[config.mk]
export PLATFORM = sky130hd
export DESIGN_NAME = led_matrix_scanner
export DESIGN_NICKNAME = d
export VERILOG_FILES = /design/src/rtl/led_matrix_pkg.sv /design/src/rtl/onehot_decoder.sv /design/src/rtl/led_matrix_scanner.sv
export SDC_FILE = /design/constraint.sdc
export NUM_CORES = 1
export LEC_CHECK = 0
export CAP_MARGIN = 15
export CORE_MARGIN = 2
export CORE_UTILIZATION = 40
export DETAILED_ROUTE_END_ITERATION = 12
export PLACE_DENSITY_LB_ADDON = 0.15
export SYNTH_ARGS = -nofsm -noshare
export SYNTH_HDL_FRONTEND = slang
export SYNTH_SLANG_ARGS = --single-unit
[constraint.sdc]
create_clock -name clk -period 2.1 [get_ports clk]
set_input_delay 0.21 -clock clk [delete_from_list [all_inputs] [get_ports clk]]
set_output_delay 0.21 -clock clk [all_outputs]
set_load 0.005 [all_outputs]
[src/rtl/led_matrix_pkg.sv]
// Shared helpers for the LED matrix scanner: frame bit addressing and row pin polarity.
package led_matrix_pkg;

    function automatic int cell_idx(input int r, input int c, input int cols);
        return r * cols + c;
    endfunction

    // Level that keeps a row dark, given whether rows light on a low level.
    function automatic logic row_inactive_level(input bit active_low);
        return active_low ? 1'b1 : 1'b0;
    endfunction

endpackage

[src/rtl/onehot_decoder.sv]
// Gated binary-to-one-hot decoder used for the column drive.
module onehot_decoder #(
    parameter int N  = 8,
    parameter int IW = (N > 1) ? $clog2(N) : 1
) (
    input  logic          ena,
    input  logic [IW-1:0] index,
    output logic [N-1:0]  onehot
);

    always_comb begin
        onehot = '0;
        for (int i = 0; i < N; i++) begin
            if (ena && (index == IW'(i))) begin
                onehot[i] = 1'b1;
            end
        end
    end

endmodule

[src/rtl/led_matrix_scanner.sv]
// Self-timed column scanner with PWM dimming, blanking and a tear-free double-buffered frame store.
module led_matrix_scanner
    import led_matrix_pkg::*;
#(
    parameter int ROWS           = 8,
    parameter int COLS           = 8,
    parameter int DWELL_CYCLES   = 1024,
    parameter int PWM_BITS       = 4,
    parameter int BLANK_CYCLES   = 2,
    parameter bit ROW_ACTIVE_LOW = 1'b1
) (
    input  logic                 clk,
    input  logic                 rst,
    input  logic                 ena,
    input  logic [ROWS*COLS-1:0] frame,
    input  logic                 frame_valid,
    output logic                 frame_ready,
    input  logic [PWM_BITS-1:0]  brightness,
    output logic [ROWS-1:0]      rows,
    output logic [COLS-1:0]      cols,
    output logic                 frame_done
);

    localparam int   XW      = (COLS > 1) ? $clog2(COLS) : 1;
    localparam int   DW      = (DWELL_CYCLES > 1) ? $clog2(DWELL_CYCLES) : 1;
    localparam logic ROW_OFF = row_inactive_level(ROW_ACTIVE_LOW);

    if ((DWELL_CYCLES % (1 << PWM_BITS)) != 0) begin : g_bad_dwell
        $error("led_matrix_scanner: DWELL_CYCLES must be a multiple of 2**PWM_BITS");
    end
    if (BLANK_CYCLES >= DWELL_CYCLES) begin : g_bad_blank
        $error("led_matrix_scanner: BLANK_CYCLES must be smaller than DWELL_CYCLES");
    end
    if (ROWS < 1 || ROWS > 16 || COLS < 1 || COLS > 16) begin : g_bad_size
        $error("led_matrix_scanner: ROWS and COLS must be in 1..16");
    end

    logic [XW-1:0]        x_q;
    logic [DW-1:0]        d_q;
    logic [ROWS*COLS-1:0] display_q;
    logic [ROWS*COLS-1:0] shadow_q;
    logic                 pending_q;

    logic                 last_dwell;
    logic                 last_col;
    logic                 frame_end;
    logic                 accept;
    logic                 swap;
    logic [PWM_BITS-1:0]  phase;
    logic                 lit;
    logic [ROWS-1:0]      rows_next;
    logic [COLS-1:0]      cols_next;

    assign last_dwell  = (d_q == DW'(DWELL_CYCLES - 1));
    assign last_col    = (x_q == XW'(COLS - 1));
    assign frame_end   = ena & last_dwell & last_col;
    assign frame_ready = ~pending_q & ~rst;
    assign accept      = frame_valid & frame_ready;
    // A disabled scanner shows nothing, so a waiting grid can be swapped in without tearing.
    assign swap        = pending_q & (frame_end | ~ena);
    assign phase       = d_q[PWM_BITS-1:0];
    assign lit         = ena & (d_q >= DW'(BLANK_CYCLES)) & (phase < brightness);

    // Scan index x shows cell column COLS-1-x; cell row r lands on pin ROWS-1-r.
    always_comb begin
        rows_next = {ROWS{ROW_OFF}};
        for (int r = 0; r < ROWS; r++) begin
            for (int c = 0; c < COLS; c++) begin
                if (lit && (x_q == XW'(COLS - 1 - c)) && display_q[cell_idx(r, c, COLS)]) begin
                    rows_next[ROWS-1-r] = ~ROW_OFF;
                end
            end
        end
    end

    onehot_decoder #(
        .N  (COLS),
        .IW (XW)
    ) u_col_dec (
        .ena    (lit),
        .index  (x_q),
        .onehot (cols_next)
    );

    always_ff @(posedge clk) begin
        if (rst) begin
            x_q        <= '0;
            d_q        <= '0;
            display_q  <= '0;
            shadow_q   <= '0;
            pending_q  <= 1'b0;
            rows       <= {ROWS{ROW_OFF}};
            cols       <= '0;
            frame_done <= 1'b0;
        end else begin
            if (!ena) begin
                x_q <= '0;
                d_q <= '0;
            end else if (last_dwell) begin
                d_q <= '0;
                x_q <= last_col ? '0 : x_q + XW'(1);
            end else begin
                d_q <= d_q + DW'(1);
            end

            if (accept) begin
                shadow_q  <= frame;
                pending_q <= 1'b1;
            end else if (swap) begin
                display_q <= shadow_q;
                pending_q <= 1'b0;
            end

            rows       <= rows_next;
            cols       <= cols_next;
            frame_done <= frame_end;
        end
    end

endmodule

==> summary by stage, run 1 <==
Run status
The run finished with clean final reports.

Die
The initial cell density of the core is 41.3%. The area of the die is 16800 um^2. The floorplan step set the die height to 130 um. The placeable core region is 15300 um^2. Row generation in the floorplan step produced 45 rows. For this design the top-level I/O count stands at 90.

The overall die width is 130 um.

Routing
Wire segments on met2 add up to 6.53 mm in the final route. The first detailed-routing pass took 5 iterations. The number of remaining DRC errors is 0. The average detailed-routed wire length per instance is 14.2 um.

In the final routing, the length of wire on met1 measures 6.47 mm. The number of violations reported at the end of detailed-routing iteration 0 is 270. The number of vias in the routed layout is 4629.

The highest routing layer actually used is met4. The detailed-route wire length is 13.7 mm. In the routed layout, each cell is associated on average with a via count of 4.80. The number of routed nets with antenna violations is 0. The sum of met3 wire segment lengths after detailed routing is 529 um.

Clock tree
The hold buffer count at CTS is 0. The post-cts resize count is 0. The maximum buffer depth of the clock tree is 2. The TritonCTS clock tree is done. The clock net in this run drives a total of 159 sinks.

For the worst-skew pair, the clock arrives at the later sink with an insertion delay of 0.42 ns. The number of buffers inserted by post-CTS setup repair is 0. The CTS buffer count is 17. The clock root buffer master is sky130_fd_sc_hd__clkbuf_16.

Clock-pin slew was measured on the worst setup and hold paths at 0.06 ns. The H-tree depth is 4.

Power
Of the total power, combinational logic draws 6.7%. Internal power comes to 5.58 mW. The maximum resistive drop on vdd is 0.000599 V.

The static power due to leakage is 3.11 nW. The switching power of the nets is 1.46 mW. Of the total power, the share spent switching nets is 20.8%. The share of total power dissipated in sequential elements is 45.1%. Power spread over the standard cell area amounts to 870 nW/um^2. The clock network fraction of design power is 48.2%. The sum of internal, switching and leakage power is 7.05 mW.

Timing
The slew at the pin closest to its max-slew limit is 0.850 ns. Timing would allow up to 511 MHz. The number of pins with negative max-slew slack in the final report is 0. Subtracting the final worst setup slack from the clock period gives 1.96 ns. The final-report setup violation count is 0. The clock arrives with 0.00667 ns of skew. The remaining max-slew budget at the tightest pin is 43.3%. Setup repair after global routing left no endpoint under its margin. Setup total negative slack on the finished layout was measured at 0 ns. The slack of the critical path is 0.144 ns.

The share of the clock period used by the worst path is 93.1%. The final hold violation count is 0.

Placement
The placer congestion estimate is 0.765. Port buffering added 89 buffers. The placement-stage worst setup slack is 0.174 ns. Counting tap cells, the placed design contains a total of 931 instances.

After legalization and detailed placement, the total HPWL measured 8.96 mm.

Setup path
STA classifies the critical path startpoint as a register. At the worst endpoint, the required time is 2.39 ns. The maximum fanout along the worst path is 29.

The signal on the critical path passes through ha_1 -> and4_1 -> nand4_1 -> a21bo_1 -> buf_4 -> mux2i_1. Together, buffers and inverters on the worst path number 1. Across all register-to-register paths, the minimum setup slack is 0.14 ns. STA classifies the critical path endpoint as a register. The dominant delay contributor by cell family on the critical path is simple AND/OR/NAND/NOR gates. The critical path in this run is classified as reg -> reg.

The slowest cell on the critical path is sky130_fd_sc_hd__dfxtp_1. The peak per-stage delay on the critical path is 0.41 ns. The data arrival time of the worst path is 2.24 ns.

GRT
Entering global routing, the biggest net connects 129 pins. The number of antenna violations at the first check in global routing was 0. The total routing resource utilization after global routing is 17.3%. The via count of the first global-routing pass was 4649.

For this run the aggregate overflow at the end of global routing stands at 0. The first global-routing pass estimated 22.7 mm of wire.

Yosys
The primary flip-flop cell chosen by synthesis mapping is sky130_fd_sc_hd__dfxtp_1. In the synthesized netlist, the number of instances is 666. After synthesis, the cell types taking the most area are sky130_fd_sc_hd__dfxtp_1 50%, sky130_fd_sc_hd__nand2b_1 13%, sky130_fd_sc_hd__mux2i_1 10%. In this run, synthesis produced a sequential element count of 159. The number of nets handed over by synthesis was 749. The proportion of register bits with asynchronous set or reset after synthesis is 0%. After synthesis, the largest area contributor takes up 50.3% of total cell area. The mapped cell area is 6330 um^2. The warning count from the yosys run is 0. The number of enable-type register cells in the synthesized netlist is 0.

The largest total area in the synthesized netlist belongs to sky130_fd_sc_hd__dfxtp_1. The register area share after synthesis is 50.3%. The number of unique standard cell types used by synthesis is 33. A synthesized cell averages 9.50 um^2.

Final layout
At the end of the flow the core is filled with cells to 52.9%. The number of diodes added for antenna fixing is 0. In the final design database the tool counted 823 nets. The layout has 1407 filler cells. The finished layout holds 964 standard cells, fillers aside. Compared with the post-synthesis result, the final layout area differs by 28.0%.

The fraction of final layout cells with drive strength greater than 1 is 6.51%.

Flow run
The tool flagged a number of max-cap violations equal to 0.

Hold path
The type of the most critical hold path is in -> reg.
-- power by group through the flow --
stage | clock network, mW | logic [mW] | registers [mW]
after floorplan | 0 | 0.269 | 3.23
after global routing | 3.61 | 0.525 | 3.19
after global placement | 0 | 0.460 | 3.24
final | 3.40 | 0.474 | 3.18
after CTS | 3.46 | 0.474 | 3.18
after detailed placement | 0 | 0.471 | 3.24
-- layout by cell type, fill, tap and decap left out, types with 9 or more instances in the layout --
cell type | Yosys | routed
sky130_fd_sc_hd__nand2b_1 | 131 | 131
sky130_fd_sc_hd__a222oi_1 | 9 | 9
sky130_fd_sc_hd__clkbuf_16 | 0 | 18
sky130_fd_sc_hd__and3_1 | 9 | 9
sky130_fd_sc_hd__nor2_1 | 17 | 17
sky130_fd_sc_hd__ha_1 | 11 | 11
sky130_fd_sc_hd__clkdlybuf4s50_1 | 0 | 88
sky130_fd_sc_hd__nand2_1 | 81 | 81
sky130_fd_sc_hd__mux2i_1 | 66 | 66
sky130_fd_sc_hd__o21ai_0 | 73 | 73
sky130_fd_sc_hd__dfxtp_1 | 159 | 159
-- per-layer routing --
layer	vias up	GRT usage (%)
li1	2406	-
met1	2118	22.0
met2	87	28.7
met3	18	4.59
met4	0	5.38
met5	-	0
-- layout make-up --
type | count | area [um^2] | area share (%)
Sequential cell | 159 | 3180 | 39.3
Multi-Input combinational cell | 452 | 2910 | 35.9
Timing Repair Buffer | 102 | 1050 | 13.0
Clock buffer | 19 | 453 | 5.59
Tap cell | 211 | 264 | 3.26
Clock inverter | 13 | 210 | 2.60
Inverter | 8 | 30.0 | 0.371
-- cells in the mapped netlist (6+ instances only) --
master                     number
sky130_fd_sc_hd__clkbuf_1      34
sky130_fd_sc_hd__dfxtp_1      159
sky130_fd_sc_hd__nand2b_1     131
sky130_fd_sc_hd__and2_1         7
sky130_fd_sc_hd__ha_1          11
sky130_fd_sc_hd__nor2_1        17
sky130_fd_sc_hd__a221oi_1       8
sky130_fd_sc_hd__mux2i_1       66
sky130_fd_sc_hd__nand2_1       81
sky130_fd_sc_hd__a21oi_1        8
sky130_fd_sc_hd__a22oi_1        7
sky130_fd_sc_hd__o21ai_0       73
sky130_fd_sc_hd__a222oi_1       9
sky130_fd_sc_hd__xnor2_1        6
sky130_fd_sc_hd__and3_1         9
sky130_fd_sc_hd__inv_1          8
-- registers in the layout, summed over array words and instances, names as in the netlist --
signal and cells:
cols 8, d_q 10, display_q 64, frame_done 1
pending_q 1, rows 8, shadow_q 64, x_q 3
-- per-stage QoR --
stage	cell area (um^2)	hold slack [ns]
3_5_place_dp	7410	0.459
6_report	8100	0.233
2_1_floorplan	6330	0.319
4_1_cts	8070	0.224
5_1_grt	8100	0.251
3_3_place_gp	7410	0.451
-- path summary, 6_finish.rpt --
kind / cells after the start / startpoint / end
min: 3 / rst / frame_done
max: 6 / d_q[1] / display_q[46]
max reg2reg: 6 / d_q[1] / display_q[46]
min reg2reg: 1 / d_q[0] / d_q[0]
-- kinds of logic (layout without fill, tap and decap cells) --
group / Yosys count / count (layout) / synth area share (%)
buffers and inverters: 55 / 142 / 3.99
xor gates and xnor gates: 8 / 8 / 1.11
and+or+nand+nor: 255 / 255 / 21.3
AOI/OAI and AO/OA: 112 / 112 / 10.7
muxes: 66 / 66 / 10.4
adders and majority gates: 11 / 11 / 2.17
DFF: 159 / 159 / 50.3
-- worst reg2reg max path, cell delays in order, from the launching register on --
cell	delay, ns
sky130_fd_sc_hd__dfxtp_1	0.41
sky130_fd_sc_hd__ha_1	0.23
sky130_fd_sc_hd__and4_1	0.25
sky130_fd_sc_hd__nand4_1	0.22
sky130_fd_sc_hd__a21bo_1	0.25
sky130_fd_sc_hd__buf_4	0.28
sky130_fd_sc_hd__mux2i_1	0.19
No activity file was read; power rests on OpenSTA's default activity.
==> run 2: changes to the inputs <==
Settings changed: CAP_MARGIN 15 to not set, CORE_MARGIN 2 to 4.
==> run 2 against run 1 <==
  * Routed wire length up 2.1%
  * Count of clock-buffer cells in the layout up 2
  * Setup slack got worse by 0.0038 ns
  * Clock power up 3%
  * Combinational power fell by 1%
  * Via count down 0.24%
  * Total power grew 1.3%
  * Utilization fell by 0.18 points
  * Sequential power barely moved
  * Critical path type unchanged
  * Critical endpoint is now display_q[0]
  * Highest routed layer unchanged
==> summary by stage, run 2 (synthesized netlist as in run 1, its figures left out) <==
Run status
The run finished with clean final reports.

Timing
The number of pins with negative max-slew slack in the final report is 0 (unchanged). Setup repair after global routing left no endpoint under its margin. The worst hold-check slack is 0.340 ns (+0.108 ns).

The maximum clock frequency was 510 MHz (-0.20%). The final setup skew is 0.00779 ns (+0.00112 ns). The share of the clock period used by the worst path is 93.3% (+0.18 points). The final period demand of the worst path is 1.96 ns (+0.00382 ns). The slew at the pin closest to its max-slew limit is 0.910 ns (+0.0601 ns). The final-report setup violation count came to 0 (unchanged). The final hold violation count was 0 (unchanged). The remaining max-slew budget at the tightest pin is 39.2% (-4.1 points). The post-route setup TNS is 0 ns (unchanged).

Setup path
The data arrival time of the worst path was 2.30 ns (+0.06 ns). The kind of end point of the critical path is a register. The worst setup path category is reg -> reg. The critical path startpoint category is a register.

The critical path required time is 2.44 ns (+0.05 ns). The dominant delay contributor by cell family on the critical path is simple AND/OR/NAND/NOR gates. The maximum fanout along the worst path is 16 (-45%).

The buffer and inverter count on the worst path is 1 (unchanged). The slowest cell on the critical path is sky130_fd_sc_hd__dfxtp_1. The peak per-stage delay on the critical path is 0.39 ns (-0.02 ns). Walking the worst path, the cells encountered are ha_1 -> and4_1 -> nand4_1 -> a21boi_4 -> buf_12 -> mux2i_1.

Die
The area of the die is 17900 um^2 (+6.3%). The count of boundary I/O pins was 90 (unchanged). The overall die width is 134 um (+3.1%). The placeable core region came to 15400 um^2 (+0.37%). The chip height is 134 um (+3.1%). The initial cell density of the core is 41.2% (-0.15 points). The number of standard-cell rows in the floorplan is 45 (unchanged).

Final layout
The largest registers in the layout are display_q: 64 flops, shadow_q: 64 flops, d_q: 10 flops. The fraction of final layout cells with drive strength greater than 1 is 6.13% (-0.38 points). The share of the core filled with cells came to 52.7% (-0.18 points). The number of nets in the final layout is 822 (-0.12%). Leaving out fill and tap cells, the most frequent cell in the layout is sky130_fd_sc_hd__dfxtp_1. In the layout the commonest cells are 159 x sky130_fd_sc_hd__dfxtp_1, 131 x sky130_fd_sc_hd__nand2b_1, 88 x sky130_fd_sc_hd__clkdlybuf4s50_1, 81 x sky130_fd_sc_hd__nand2_1, 73 x sky130_fd_sc_hd__o21ai_0. The number of diodes added for antenna fixing came to 0 (unchanged). The area added between synthesis and finish is 28.0% (about the same).

Routing
The number of routed nets with antenna violations was 0 (unchanged). The first-pass iteration count of the detailed router is 5 (unchanged). The average detailed-routed wire length per instance came to 14.6 um (+2.3%).

The number of vias in the routed layout is 4618 (-0.24%). The detailed-route wire length is 14.0 mm (+2.1%). The number of remaining DRC errors is 0 (unchanged). The average vias per placed instance is 4.80 (about the same).

The number of violations reported at the end of detailed-routing iteration 0 is 321 (+19%).

Power
The static power due to leakage was 3.12 nW (+0.27%). The areal power density over the cells is 881 nW/um^2 (+1.3%). The maximum resistive drop on vdd was 0.000615 V (+2.5%).

Clock tree
The tree is rooted in a sky130_fd_sc_hd__clkbuf_16. The H-tree depth is 4 (unchanged). TritonCTS built the clock tree. The clock transition at the registers of the reported paths is 0.06 ns (about the same).

The maximum buffer depth of the clock tree was 2 (unchanged). The number of buffers inserted by post-CTS setup repair is 0 (unchanged). The insertion delay to the later sink of the worst-skew pair is 0.42 ns (about the same).

The hold buffer count at CTS came to 0 (unchanged). The clock net sink count is 159 (unchanged). The CTS buffer count came to 17 (unchanged).

The post-cts resize count is 0 (unchanged).

Placement
The number of buffers inserted by port buffering is 89 (unchanged). The detailed placer's ending HPWL is 9.20 mm (+2.8%). The placer congestion estimate is 0.749 (-2.1%).

GRT
The via count of the first global-routing pass was 4569 (-1.7%). The residual overflow from global routing came to 0 (unchanged). The number of antenna violations at the first check in global routing is 0 (unchanged). The total routing resource utilization after global routing is 16.0% (-1.3 points). The pin count of the biggest net entering global routing is 130 (+0.78%). The first-pass GRT wire length is 22.9 mm (+0.82%).

Flow run
The max-capacitance violation count was 0 (unchanged).

Hold path
The type of the most critical hold path is in -> reg.
-- run 2: power breakdown --
part	internal (mW)	leakage, nW	total (mW)	switching (mW)
registers	3.14	1.29	3.18	0.0405
logic	0.264	1.49	0.469	0.205
clock network	2.32	0.333	3.49	1.17
total	5.72	3.12	7.14	1.42
-- run 2: path summary, 6_finish.rpt --
path                       from            end  slack (ns)  depth (start not counted)
setup / recovery         d_q[1]   display_q[0]        0.14                          6
hold / removal              rst         d_q[2]        0.34                          4
setup reg to reg         d_q[1]   display_q[0]        0.14                          6
hold reg to reg   display_q[15]  display_q[15]        0.47                          2
-- run 2: tightest hold or removal path: stages --
cell	delay [ns]
sky130_fd_sc_hd__buf_2	0.12
sky130_fd_sc_hd__nand2b_1	0.16
sky130_fd_sc_hd__buf_4	0.17
sky130_fd_sc_hd__nor2_1	0.05
-- run 2: per-layer routing --
layer / vias up / GRT usage (%) / wire (um) / share of wire [%]
met5: - / 0 / 0 / 0
met4: 0 / 6.46 / 263 / 1.9
met3: 18 / 3.98 / 657 / 4.7
met2: 93 / 25.4 / 6350 / 45
met1: 2115 / 21.0 / 6730 / 48
li1: 2392 / - / - / -
-- run 2: area by class of cell --
type                    instances  area, um^2
fillers                      1385        7270
flip-flops and latches        159        3180
multi-input cells             452        2910
repair buffers                101        1040
clock buffers                  21         470
well taps                     211         264
clock inverters                10         208
inverters                       8        30.0
-- run 2: through the flow --
step                      area (um^2)  setup slack [ns]  power [mW]  instances
after global placement           7420             0.201        3.70        931
after detailed placement         7420             0.134        3.72        931
final                            8100             0.140        7.14        962
after CTS                        8100             0.107        7.21        962
after floorplan                  6330             0.440        3.50        666
after global routing             8100           0.00521        7.39        962
